$ cat src/rtl/mac_pkg.sv
// Shared constants for the MAC arithmetic stage: state encoding, default widths,
// product-count ceiling.
package mac_pkg;
  localparam logic [1:0] ST_IDLE  = 2'b00;
  localparam logic [1:0] ST_ACCUM = 2'b01;
  localparam logic [1:0] ST_DONE  = 2'b10;

  localparam int MAC_WIDTH     = 4;
  localparam int MAC_ACC_WIDTH = 10;

  localparam logic [1:0] COUNT_MAX = 2'd3;
endpackage

$ cat src/rtl/mac_multiplier.sv
// Combinational unsigned WIDTH x WIDTH array multiplier: AND-gate partial
// products summed row by row through ripple-carry full adders.
module mac_multiplier #(
  parameter int WIDTH = 4
) (
  input  logic [WIDTH-1:0]   a,
  input  logic [WIDTH-1:0]   b,
  output logic [2*WIDTH-1:0] p
);
  logic [WIDTH:0] row;
  logic [WIDTH:0] nxt;
  logic           x;
  logic           y;
  logic           c;

  always_comb begin
    p   = '0;
    nxt = '0;
    x   = 1'b0;
    y   = 1'b0;
    c   = 1'b0;
    row = {1'b0, a & {WIDTH{b[0]}}};
    p[0] = row[0];
    // Each row adds the next partial product to the upper bits of the running sum.
    for (int i = 1; i < WIDTH; i++) begin
      c = 1'b0;
      for (int j = 0; j < WIDTH; j++) begin
        x      = row[j+1];
        y      = a[j] & b[i];
        nxt[j] = x ^ y ^ c;
        c      = (x & y) | (x & c) | (y & c);
      end
      nxt[WIDTH] = c;
      row        = nxt;
      p[i]       = row[0];
    end
    p[2*WIDTH-1:WIDTH] = row[WIDTH:1];
  end
endmodule

$ cat src/rtl/one_bit_register.sv
// Single flop with load enable and asynchronous active-high clear.
module one_bit_register (
  input  logic clk,
  input  logic rst,
  input  logic en,
  input  logic d,
  output logic q
);
  always_ff @(posedge clk or posedge rst) begin
    if (rst) begin
      q <= 1'b0;
    end else if (en) begin
      q <= d;
    end
  end
endmodule

$ cat src/rtl/mac_accumulator.sv
// MAC arithmetic stage: multiply-accumulate while RUN_IN is high, then latch
// the result in DONE until the next reset.
//
//   state    | meaning
//   ST_IDLE  | cleared, waiting for the first enabled cycle
//   ST_ACCUM | adding one product per cycle while RUN_IN=1
//   ST_DONE  | result frozen, DONE_OUT=1, left only via reset
module mac_accumulator
  import mac_pkg::*;
#(
  parameter int WIDTH     = MAC_WIDTH,
  parameter int ACC_WIDTH = MAC_ACC_WIDTH
) (
  input  logic                 CLK,
  input  logic                 RESET_IN,
  input  logic                 RUN_IN,
  input  logic [WIDTH-1:0]     A_IN,
  input  logic [WIDTH-1:0]     B_IN,
  output logic [ACC_WIDTH-1:0] ACC_OUT,
  output logic [1:0]           COUNT_OUT,
  output logic                 DONE_OUT,
  output logic                 OVF_OUT
);
  logic [2*WIDTH-1:0]   product;
  logic [ACC_WIDTH-1:0] product_ext;
  logic                 trunc_lost;
  logic [ACC_WIDTH:0]   sum;
  logic [1:0]           state_q;
  logic [1:0]           state_d;
  logic [1:0]           count_d;
  logic                 accum_en;
  logic                 done_d;
  logic                 ovf_d;

  mac_multiplier #(.WIDTH(WIDTH)) u_mult (
    .a (A_IN),
    .b (B_IN),
    .p (product)
  );

  generate
    if (ACC_WIDTH >= 2*WIDTH) begin : g_ext
      assign product_ext = ACC_WIDTH'(product);
      assign trunc_lost  = 1'b0;
    end else begin : g_trunc
      assign product_ext = product[ACC_WIDTH-1:0];
      assign trunc_lost  = |product[2*WIDTH-1:ACC_WIDTH];
    end
  endgenerate

  assign sum = {1'b0, ACC_OUT} + {1'b0, product_ext};

  always_comb begin
    state_d  = state_q;
    count_d  = COUNT_OUT;
    accum_en = 1'b0;
    case (state_q)
      ST_IDLE: begin
        if (RUN_IN) begin
          accum_en = 1'b1;
          count_d  = 2'd1;
          state_d  = ST_ACCUM;
        end
      end
      ST_ACCUM: begin
        if (RUN_IN) begin
          accum_en = 1'b1;
          if (COUNT_OUT != COUNT_MAX) begin
            count_d = COUNT_OUT + 2'd1;
          end
        end else begin
          state_d = ST_DONE;
        end
      end
      ST_DONE: begin
      end
      default: state_d = ST_IDLE;
    endcase
  end

  // accum_en gates the operands out of the flags, so idle-cycle operand values never reach state.
  assign ovf_d  = OVF_OUT | (accum_en & (sum[ACC_WIDTH] | trunc_lost));
  assign done_d = (state_d == ST_DONE);

  generate
    for (genvar k = 0; k < ACC_WIDTH; k++) begin : g_acc
      one_bit_register u_acc (
        .clk (CLK), .rst (RESET_IN), .en (accum_en), .d (sum[k]), .q (ACC_OUT[k])
      );
    end
    for (genvar k = 0; k < 2; k++) begin : g_ctl
      one_bit_register u_state (
        .clk (CLK), .rst (RESET_IN), .en (1'b1), .d (state_d[k]), .q (state_q[k])
      );
      one_bit_register u_count (
        .clk (CLK), .rst (RESET_IN), .en (1'b1), .d (count_d[k]), .q (COUNT_OUT[k])
      );
    end
  endgenerate

  one_bit_register u_done (
    .clk (CLK), .rst (RESET_IN), .en (1'b1), .d (done_d), .q (DONE_OUT)
  );

  one_bit_register u_ovf (
    .clk (CLK), .rst (RESET_IN), .en (1'b1), .d (ovf_d), .q (OVF_OUT)
  );
endmodule

$ cat config.mk
export PLATFORM = sky130hd
export DESIGN_NAME = mac_accumulator
export DESIGN_NICKNAME = d
export VERILOG_FILES = /design/src/rtl/mac_pkg.sv /design/src/rtl/mac_multiplier.sv /design/src/rtl/one_bit_register.sv /design/src/rtl/mac_accumulator.sv
export SDC_FILE = /design/constraint.sdc
export NUM_CORES = 1
export LEC_CHECK = 0
export ABC_CLOCK_PERIOD_IN_PS = 2400
export BUFFER_PORTS_ARGS = -buffer_cell sky130_fd_sc_hd__buf_2
export CAP_MARGIN = 5
export CORE_MARGIN = 5
export CORE_UTILIZATION = 55
export DETAILED_ROUTE_END_ITERATION = 16
export HOLD_SLACK_MARGIN = 0.15
export PLACE_DENSITY = 0.79
export SLEW_MARGIN = 10
export SYNTH_ARGS = -nofsm -noshare
export SYNTH_HDL_FRONTEND = slang
export SYNTH_SLANG_ARGS = --single-unit
$ cat constraint.sdc
create_clock -name CLK -period 2.4 [get_ports CLK]
set_input_delay 0.12 -clock CLK [delete_from_list [all_inputs] [get_ports CLK]]
set_output_delay 0.12 -clock CLK [all_outputs]
set_load 0.005 [all_outputs]
* Word-level counts from Yosys, hierarchy flattened
Index checks and enable logic that the tools add are counted.
Storage, ports and cells: bits in registers 16, logic and storage cells 117, input bits 11, output and inout port bits 14
Cells by class: add/sub/neg operators 2, equality and inequality tests 7, reductions and logical operators 4, muxes and demuxes 9, bitwise logic cells 79
Operators by type and width (number):
- AND 1 bit | 41
- XOR 1 bit | 20
- bitwise OR 1 bit | 17
- adder 10 x 8 -> 11 bit | 1
- 2-to-1 mux 2 bit | 5
- inequality test 2 bit, second input constant | 4
- one-hot mux 2 bit (3 select lines) | 1
- AND 4 bit | 1
- equality test 2 bit, second input constant | 2
- one-hot mux 2 bit (2 select lines) | 1
- AND reduction 4 bit | 1
- adder 2 x 1 -> 2 bit, second input constant | 1
- equality test 2 x 1 -> 1 bit, second input constant | 1
- logical NOT 2 bit | 1
- 2-to-1 mux 1 bit | 2
- nonzero test 2 bit | 1
- OR reduction 2 bit | 1

* Logic depth before layout (Yosys ltp)
Gate-level depths: netlist (run 1).
depth after elaboration 23, gate-level depth with buffers 17, gate-level depth less buffers 17

* By module
From an unflattened synthesis (run 1), not the netlist that was laid out.
Second synthesis, totals: cells, all modules 150, area, all modules 1526.5 µm²
By module, submodules not included:
- one_bit_register | seq. area each 25.0 µm², instances 16, area each 43.8 µm², cells each 3
- mac_accumulator | seq. area each 0.0 µm², instances 1, area each 474.2 µm², cells each 60
- mac_multiplier | seq. area each 0.0 µm², instances 1, area each 351.6 µm², cells each 42

* Worst setup path after synthesis (run 1)
No wires, ideal clock.
path kind input to register, from in B_IN[0], to reg g_acc[7].u_acc.q, setup slack -2.191 ns, setup time 0.120 ns, data arrival time 4.471 ns, stages on the path 15, required time 2.280 ns, buffers on the path 0, cell sequence and2_1 -> ha_1 -> fa_1 -> fa_1 -> fa_1 -> inv_1 -> fa_1 -> fa_1 -> fa_1 -> inv_1 -> fa_1 -> ha_1 -> a21o_1 -> or3_1 -> a31o_1
On the way: word-level cells in the longest chain between the ends 21, elaborated cells between the ends (all ways) 66, those cells by class add/sub (1); bitwise (65)
Ends and longest elaborated chain:
- from (decl) | RTL line mac_accumulator.sv:18 | input logic [WIDTH-1:0] B_IN,
- AND 4 bit (*) | RTL line mac_multiplier.sv:22 | row = {1'b0, a & {WIDTH{b[0]}}};
- AND 1 bit (2 in a row) | RTL line mac_multiplier.sv:31 | c = (x & y) | (x & c) | (y & c);
- bitwise OR 1 bit (2 in a row) | RTL line mac_multiplier.sv:31
- AND 1 bit | RTL line mac_multiplier.sv:31
- bitwise OR 1 bit (2 in a row) | RTL line mac_multiplier.sv:31
- XOR 1 bit (3 in a row) | RTL line mac_multiplier.sv:30 | nxt[j] = x ^ y ^ c;
- AND 1 bit | RTL line mac_multiplier.sv:31
- bitwise OR 1 bit (2 in a row) | RTL line mac_multiplier.sv:31
- AND 1 bit | RTL line mac_multiplier.sv:31
- bitwise OR 1 bit (2 in a row) | RTL line mac_multiplier.sv:31
- AND 1 bit | RTL line mac_multiplier.sv:31
- bitwise OR 1 bit (2 in a row) | RTL line mac_multiplier.sv:31
- adder 10 x 8 -> 11 bit (*) | RTL line mac_accumulator.sv:51 | assign sum = {1'b0, ACC_OUT} + {1'b0, product_ext};
- to (signal assigned) | RTL line one_bit_register.sv:11 | q <= 1'b0;
- to (signal assigned) | RTL line one_bit_register.sv:13 | q <= d;
- to (decl) | RTL line one_bit_register.sv:7 | output logic q
Every way passes the cells marked *; elsewhere a longest branch is shown, timed or not. A chain may end at the register's enable or synchronous reset.

* Final worst setup path (run 1)
from in B_IN[1], to reg g_acc[7].u_acc.q
On the way: word-level cells in the longest chain between the ends 21, elaborated cells between the ends (all ways) 69, those cells by class add/sub (1); bitwise (68)
Ends and longest elaborated chain:
- AND 1 bit | RTL line mac_multiplier.sv:29 | y = a[j] & b[i];
- AND 1 bit (2 in a row) | RTL line mac_multiplier.sv:31
- bitwise OR 1 bit (2 in a row) | RTL line mac_multiplier.sv:31
- AND 1 bit | RTL line mac_multiplier.sv:31
- bitwise OR 1 bit (2 in a row) | RTL line mac_multiplier.sv:31
- XOR 1 bit (3 in a row) | RTL line mac_multiplier.sv:30
- AND 1 bit | RTL line mac_multiplier.sv:31
- bitwise OR 1 bit (2 in a row) | RTL line mac_multiplier.sv:31
- AND 1 bit | RTL line mac_multiplier.sv:31
- bitwise OR 1 bit (2 in a row) | RTL line mac_multiplier.sv:31
- AND 1 bit | RTL line mac_multiplier.sv:31
- bitwise OR 1 bit (2 in a row) | RTL line mac_multiplier.sv:31
- adder 10 x 8 -> 11 bit (*) | RTL line mac_accumulator.sv:51
Marked as above.

==> impl_metrics.tcl, run 1 <==
set metrics [dict create \
    synth.yosys.seq_area_share_pct 28.88 \
    ir_drop_mv 0.9191 \
    crit_start "B_IN[1]" \
    slew_viol_final 0 \
    setup_viol 8 \
    antenna_found_initial 0 \
    relSlewSlack_pct 56.48 \
    finalPower_mw 2.056 \
    num-fill-cells 175 \
    crit_path_max_incr_delay_ps 490 \
    fin_crit_sh_pct 174.7 \
    fin_nets 221 \
    synth_cells 148 \
    synth_cell_type_count 31 \
    crit_required_ps 2590 \
    cts_buffers 3 \
    multi_input_area_um2 994.7 \
    synth_area_um2 1386 \
    status "finished with violations" \
    grt_pass1_wl_um 5257 \
    rsz0062_at_grt "true" \
    cts_tree "built" \
    min_period_ps 4193 \
    hp-class "input pin to register" \
    gp_congestion 0.8236 \
    die_area_um2 3625 \
    track_usage_pct 19.90 \
    drive_gt1_share_pct 42.16 \
    crit_cells 16 \
    r2r-start "g_acc[0].u_acc.q$_DFFE_PP0P_" \
    die_x_um 60.21 \
    preCtsSetupSlack_ps -2220 \
    synth_area_per_cell_um2 9.367 \
    violations "setup timing" \
    crit_type "input pin to register" \
    areaGrowthSynthToFinish_pct 32.58 \
    dpl.hpwl_um 2487 \
    first_pass_iters 4 \
    place_inst 207 \
    crit_top_cell "fa_2" \
    port_buffers 24 \
    crit_path_start_kind "input pin" \
    postRouteAntennaNets 0 \
    routed_wl_um 3289 \
    final_common_cell "buf_2" \
    grt_pass1_vias 1266 \
    cp_slowest_cell "fa_1" \
    crit_path_end_kind "register" \
    crit_chain "buf_6 -> and2_4 -> ha_4 -> fa_2 -> fa_1 -> fa_2 -> inv_2 -> fa_2 -> fa_2 -> fa_2 -> inv_2 -> fa_1 -> ha_4 -> a21o_1 -> or3_1 -> a31o_1" \
    power_density_nw_per_um2 1118 \
    antennaDiodeCount 0 \
    skew_ps 4.875 \
    syn_nets 182 \
    fin_util_pct 74.87 \
    clock_latency_ps 300 \
    cts_max_level 1 \
    cp_max_fo 4 \
    rr_endpoint "u_ovf.q$_DFF_PP0_" \
    fp.coreArea_um2 2455 \
    hold_viol 0 \
    yosysWarnings 0 \
    crit_arrival_ps 4380 \
    die_h_um 60.21 \
    final_cell_mix "buf_2 (20), nand2_1 (19), buf_4 (19)" \
    initial_utilization_pct 56.47 \
    clk_pin_slew_ps 90 \
    critical_path_buf_inv_count 3 \
    ys_ff_latch 16 \
    setup_tns_ps -10610 \
    overflow 0 \
    cap_viol_max_count 0 \
    clock-sinks 16 \
    cts_root_buf "clkbuf_4" \
    clockBufferDepth 2 \
    p_leak_nw 0.9065 \
    whs_path_depth 6 \
    seqCellArea_um2 400.4 \
    wl_per_cell_um 15.30 \
    drtIter0Drc 38 \
    route.detailed.drc 0 \
    fmax_ghz 0.2385 \
    tightest_slew_ps 652.1 \
    reg2reg_depth 7 \
    num_rows 18 \
    grt_max_degree 17 \
    crit_end "g_acc[7].u_acc.q$_DFFE_PP0P_" \
    crit_family "adder cells" \
    ioPinCount 25 \
    setup_slack_ps -1793 \
    avgViaCountPerCell 5.405 \
    num_vias 1162 \
    r2r_setup_slack_ps 140 \
    fin_cells 215 \
]
-- metrics by stage --
stage                     area, µm²  hold WS (ps)
after CTS                      1790         336.6
after detailed placement       1692         234.6
after floorplan                1490         33.74
after global placement         1692         215.3
after global routing           1838         365.2
final                          1838         330.0
-- flip-flops by register name (all words and copies together) (netlist names) --
name             flops
u_done.q             1
u_ovf.q              1
g_ctl.u_state.q      2
g_acc.u_acc.q       10
g_ctl.u_count.q      2
-- Yosys cell counts --
cell type	count	share of area (%)
nand3_1	3	1.1
a21oi_2	2	1.3
a41o_1	1	0.72
nor2b_1	1	0.45
or3_1	1	0.45
xnor2_1	4	2.5
a211oi_1	2	1.1
o21ai_1	1	0.36
inv_1	10	2.7
a22o_1	2	1.3
o211ai_1	1	0.54
nand4b_1	1	0.63
clkbuf_1	1	0.27
and2_1	13	5.9
a31o_1	1	0.63
o21bai_1	1	0.54
nor2_1	5	1.4
buf_4	12	6.5
a31oi_1	1	0.45
buf_2	1	0.36
mux2i_1	2	1.4
nand4_1	1	0.45
fa_1	9	13
nand2b_1	2	0.90
nand2_1	21	5.7
ha_1	14	13
a21o_1	3	1.6
xor2_1	2	1.3
a21oi_1	5	1.8
o21ai_0	9	3.2
dfrtp_1	16	29
-- layout make-up --
cell class / instances / area share [%]
clock buffers: 3 / 1.225
inverters: 10 / 2.042
multi-input cells: 108 / 54.12
flip-flops and latches: 16 / 21.78
well taps: 30 / 2.042
repair buffers: 48 / 18.79
-- worst min-delay path, stage by stage --
cell,delay (ps)
buf_6,70
buf_4,100
and2_1,110
ha_1,110
nand2_1,40
nand2_1,40
-- timing repair --
item                                   4_1_cts  5_1_grt
gates cloned                                 0        0
pin swaps                                   14        6
setup endpoints to repair                    8        8
endpoints found under the hold margin       18        0
hold buffers                                 2        0
setup buffers                                1        2
resized for setup                            9        8
-- how the worst min path moves through the flow --
stage	startpoint	to	slack, ps
after floorplan	RESET_IN	g_acc[0].u_acc.q$_DFFE_PP0P_	30
after global placement	RESET_IN	g_acc[2].u_acc.q$_DFFE_PP0P_	220
after detailed placement	RESET_IN	g_acc[2].u_acc.q$_DFFE_PP0P_	230
after CTS	B_IN[0]	g_acc[0].u_acc.q$_DFFE_PP0P_	340
after global routing	A_IN[0]	g_acc[0].u_acc.q$_DFFE_PP0P_	370
final	A_IN[0]	g_acc[0].u_acc.q$_DFFE_PP0P_	330
-- per-layer routing --
layer  part of all wire [%]  track usage, %
met4                    2.1           8.544
met5                      0               0
met3                    4.9           3.456
met1                     40           22.40
met2                     53           36.27
-- report_power, final --
part	switching [mW]	total, mW	internal [mW]
logic	0.653	1.38	0.731
clock network	0.0874	0.146	0.0586
registers	0.135	0.526	0.390
-- cell families (layout without fill, tap and decap cells) --
group	Yosys count	count (layout)	share of synthesized area, %
flip-flops	16	16	28.88
buffers and inverters	24	61	9.837
AO/OA/AOI/OAI	29	29	13.54
adder cells (fa/ha/maj)	23	23	25.63
multiplexers	2	2	1.444
AND/OR/NAND/NOR	48	48	16.88
XOR/XNOR	6	6	3.791
Power figures use the tool's default switching activity.
==> run 2: changes to the inputs <==
--- a/config.mk
+++ b/config.mk
@@ -19 +19,2 @@
 export SYNTH_SLANG_ARGS = --single-unit
+export TNS_END_PERCENT = 10
--- a/constraint.sdc
+++ b/constraint.sdc
@@ -3,2 +3,2 @@
 set_output_delay 0.12 -clock CLK [all_outputs]
-set_load 0.005 [all_outputs]
+set_load 0.05 [all_outputs]
==> run 2 against run 1 <==
The run still ends with setup timing left. Largest power group unchanged. Final cell count shrank 0.47%. Clock power grew 31%. Worst setup slack gained 65 ps.
==> impl_metrics.tcl, run 2 (synthesis results as in run 1) <==
set metrics [dict create \
    slew_viol_final 0 \
    cts_buffers 3 \
    power_density_nw_per_um2 1323 \
    skew_ps 14.92 \
    die_x_um 60.21 \
    antenna_found_initial 0 \
    grt_pass1_vias 1201 \
    die_area_um2 3625 \
    num_vias 1146 \
    top_register "g_acc.u_acc.q" \
    cts_tree "built" \
    reg_top3 "g_acc.u_acc.q: 10 flops, g_ctl.u_count.q: 2 flops, g_ctl.u_state.q: 2 flops" \
    post-cts-setup-buffers 0 \
    status "finished with violations" \
    crit_arrival_ps 4310 \
    hp-class "input pin to register" \
    rr_endpoint "u_ovf.q$_DFF_PP0_" \
    clock_latency_ps 300 \
    rsz0062_at_grt "true" \
    initial_utilization_pct 56.47 \
    cp_slowest_cell "fa_2" \
    cap_viol_max_count 0 \
    hold_viol 0 \
    num_rows 18 \
    clk_pin_slew_ps 120 \
    busiest_layer "met2" \
    ir_drop_mv 1.053 \
    final_area_um2 1785 \
    largest_reg_flops 10 \
    final_cell_mix "buf_2 (23), nand2_1 (21), buf_4 (20)" \
    min_period_ps 4129 \
    overflow 0 \
    crit_start "B_IN[1]" \
    r2r-start "g_acc[0].u_acc.q$_DFFE_PP0P_" \
    drive_gt1_share_pct 40.22 \
    violations "setup timing" \
    setup_viol 8 \
    postRouteAntennaNets 0 \
    crit_end "g_acc[7].u_acc.q$_DFFE_PP0P_" \
    fin_crit_sh_pct 172.0 \
    port_buffers 24 \
    grt_pass1_wl_um 5492 \
    die_h_um 60.21 \
    avgViaCountPerCell 5.355 \
    use_met2_pct 35.80 \
    met1_usage_pct 25.77 \
    final_common_cell "buf_2" \
    clock-sinks 16 \
    crit_required_ps 2580 \
    setup_slack_ps -1729 \
    grt_max_degree 17 \
    crit_path_end_kind "register" \
    fp.coreArea_um2 2455 \
    crit_type "input pin to register" \
    placed_cell_area_um2 1623 \
    routed_wl_um 3132 \
    fmax_ghz 0.2422 \
    relSlewSlack_pct 58.54 \
    reg2reg_depth 7 \
    p_leak_nw 0.8822 \
    r2r_setup_slack_ps 120 \
    crit_top_cell "fa_2" \
    cts_root_buf "clkbuf_4" \
    clockBufferDepth 2 \
    tightest_slew_ps 621.2 \
    grt_util_met3_pct 3.456 \
    ioPinCount 25 \
    gp_congestion 0.9126 \
    track_usage_pct 20.31 \
    cts_max_level 1 \
    crit_chain "buf_2 -> and2_4 -> ha_4 -> fa_2 -> fa_2 -> fa_2 -> inv_2 -> fa_2 -> fa_2 -> fa_2 -> inv_2 -> fa_1 -> ha_4 -> a21o_1 -> or3_1 -> a31o_1" \
    setup_tns_ps -10090 \
    dpl.hpwl_um 2464 \
    first_pass_iters 4 \
    fin_nets 219 \
    cp_max_fo 5 \
    wl_per_cell_um 14.64 \
    areaGrowthSynthToFinish_pct 28.79 \
    crit_path_start_kind "input pin" \
    drtIter0Drc 28 \
    antennaDiodeCount 0 \
    route.detailed.drc 0 \
    crit_path_max_incr_delay_ps 450 \
]
[run 2: routing by layer]
layer / up-vias / wire, µm
met5: - / 0
met1: 554 / 1320
met2: 28 / 1637
li1: 560 / -
met4: 0 / 24
met3: 4 / 149
[run 2: layout make-up]
cell class | instances | area (µm²)
clock buffer | 4 | 36.28
fill | 171 | 669.4
inverter | 10 | 37.54
multi-input combinational | 108 | 977.2
sequential | 16 | 400.4
tap | 30 | 37.54
timing repair buffer | 46 | 296.5
[run 2: timing repair]
item / in CTS / in global routing
endpoints found under the hold margin: 17 / 0
endpoints found under the setup margin: 8 / 8
pin swaps: 10 / 9
hold buffers: 2 / 0
gates resized for setup: 19 / 5
[run 2: through the flow]
stage | hold WS [ps] | worst slack (ps) | total power, mW | std cells | util [%]
5_1_grt | 288.7 | -1815 | 2.547 | 214 | 72.73
6_report | 267.6 | -1729 | 2.362 | 214 | 72.73
4_1_cts | 262.2 | -1785 | 2.330 | 214 | 72.02
2_1_floorplan | 33.74 | -1959 | 1.675 | 148 | -
3_3_place_gp | 208.3 | -2100 | 1.929 | 208 | 66.11
3_5_place_dp | 231.7 | -2223 | 1.985 | 208 | 66.11
[run 2: worst min-delay path by stage]
stage	start	endpoint	cells past startpoint
floorplan	RESET_IN	g_acc[0].u_acc.q$_DFFE_PP0P_	1
global placement	RESET_IN	u_ovf.q$_DFF_PP0_	2
detailed placement	RESET_IN	g_acc[8].u_acc.q$_DFFE_PP0P_	2
CTS	B_IN[0]	g_acc[0].u_acc.q$_DFFE_PP0P_	5
global route	B_IN[0]	g_acc[0].u_acc.q$_DFFE_PP0P_	5
finish	B_IN[0]	g_acc[0].u_acc.q$_DFFE_PP0P_	5
[run 2: worst max-delay path: cells and delay by family]
kind                       cells  cell delay [ps]
and+or+nand+nor                2              470
buffers and inverters          3              240
AOI/OAI and AO/OA              2              350
adders and majority gates      9             3130
[run 2: where the power goes]
group	total (mW)	internal [mW]	switching, mW	leakage [nW]
combinational	1.64	0.683	0.962	0.663
sequential	0.527	0.390	0.137	0.198
clock	0.191	0.0923	0.0983	0.0210
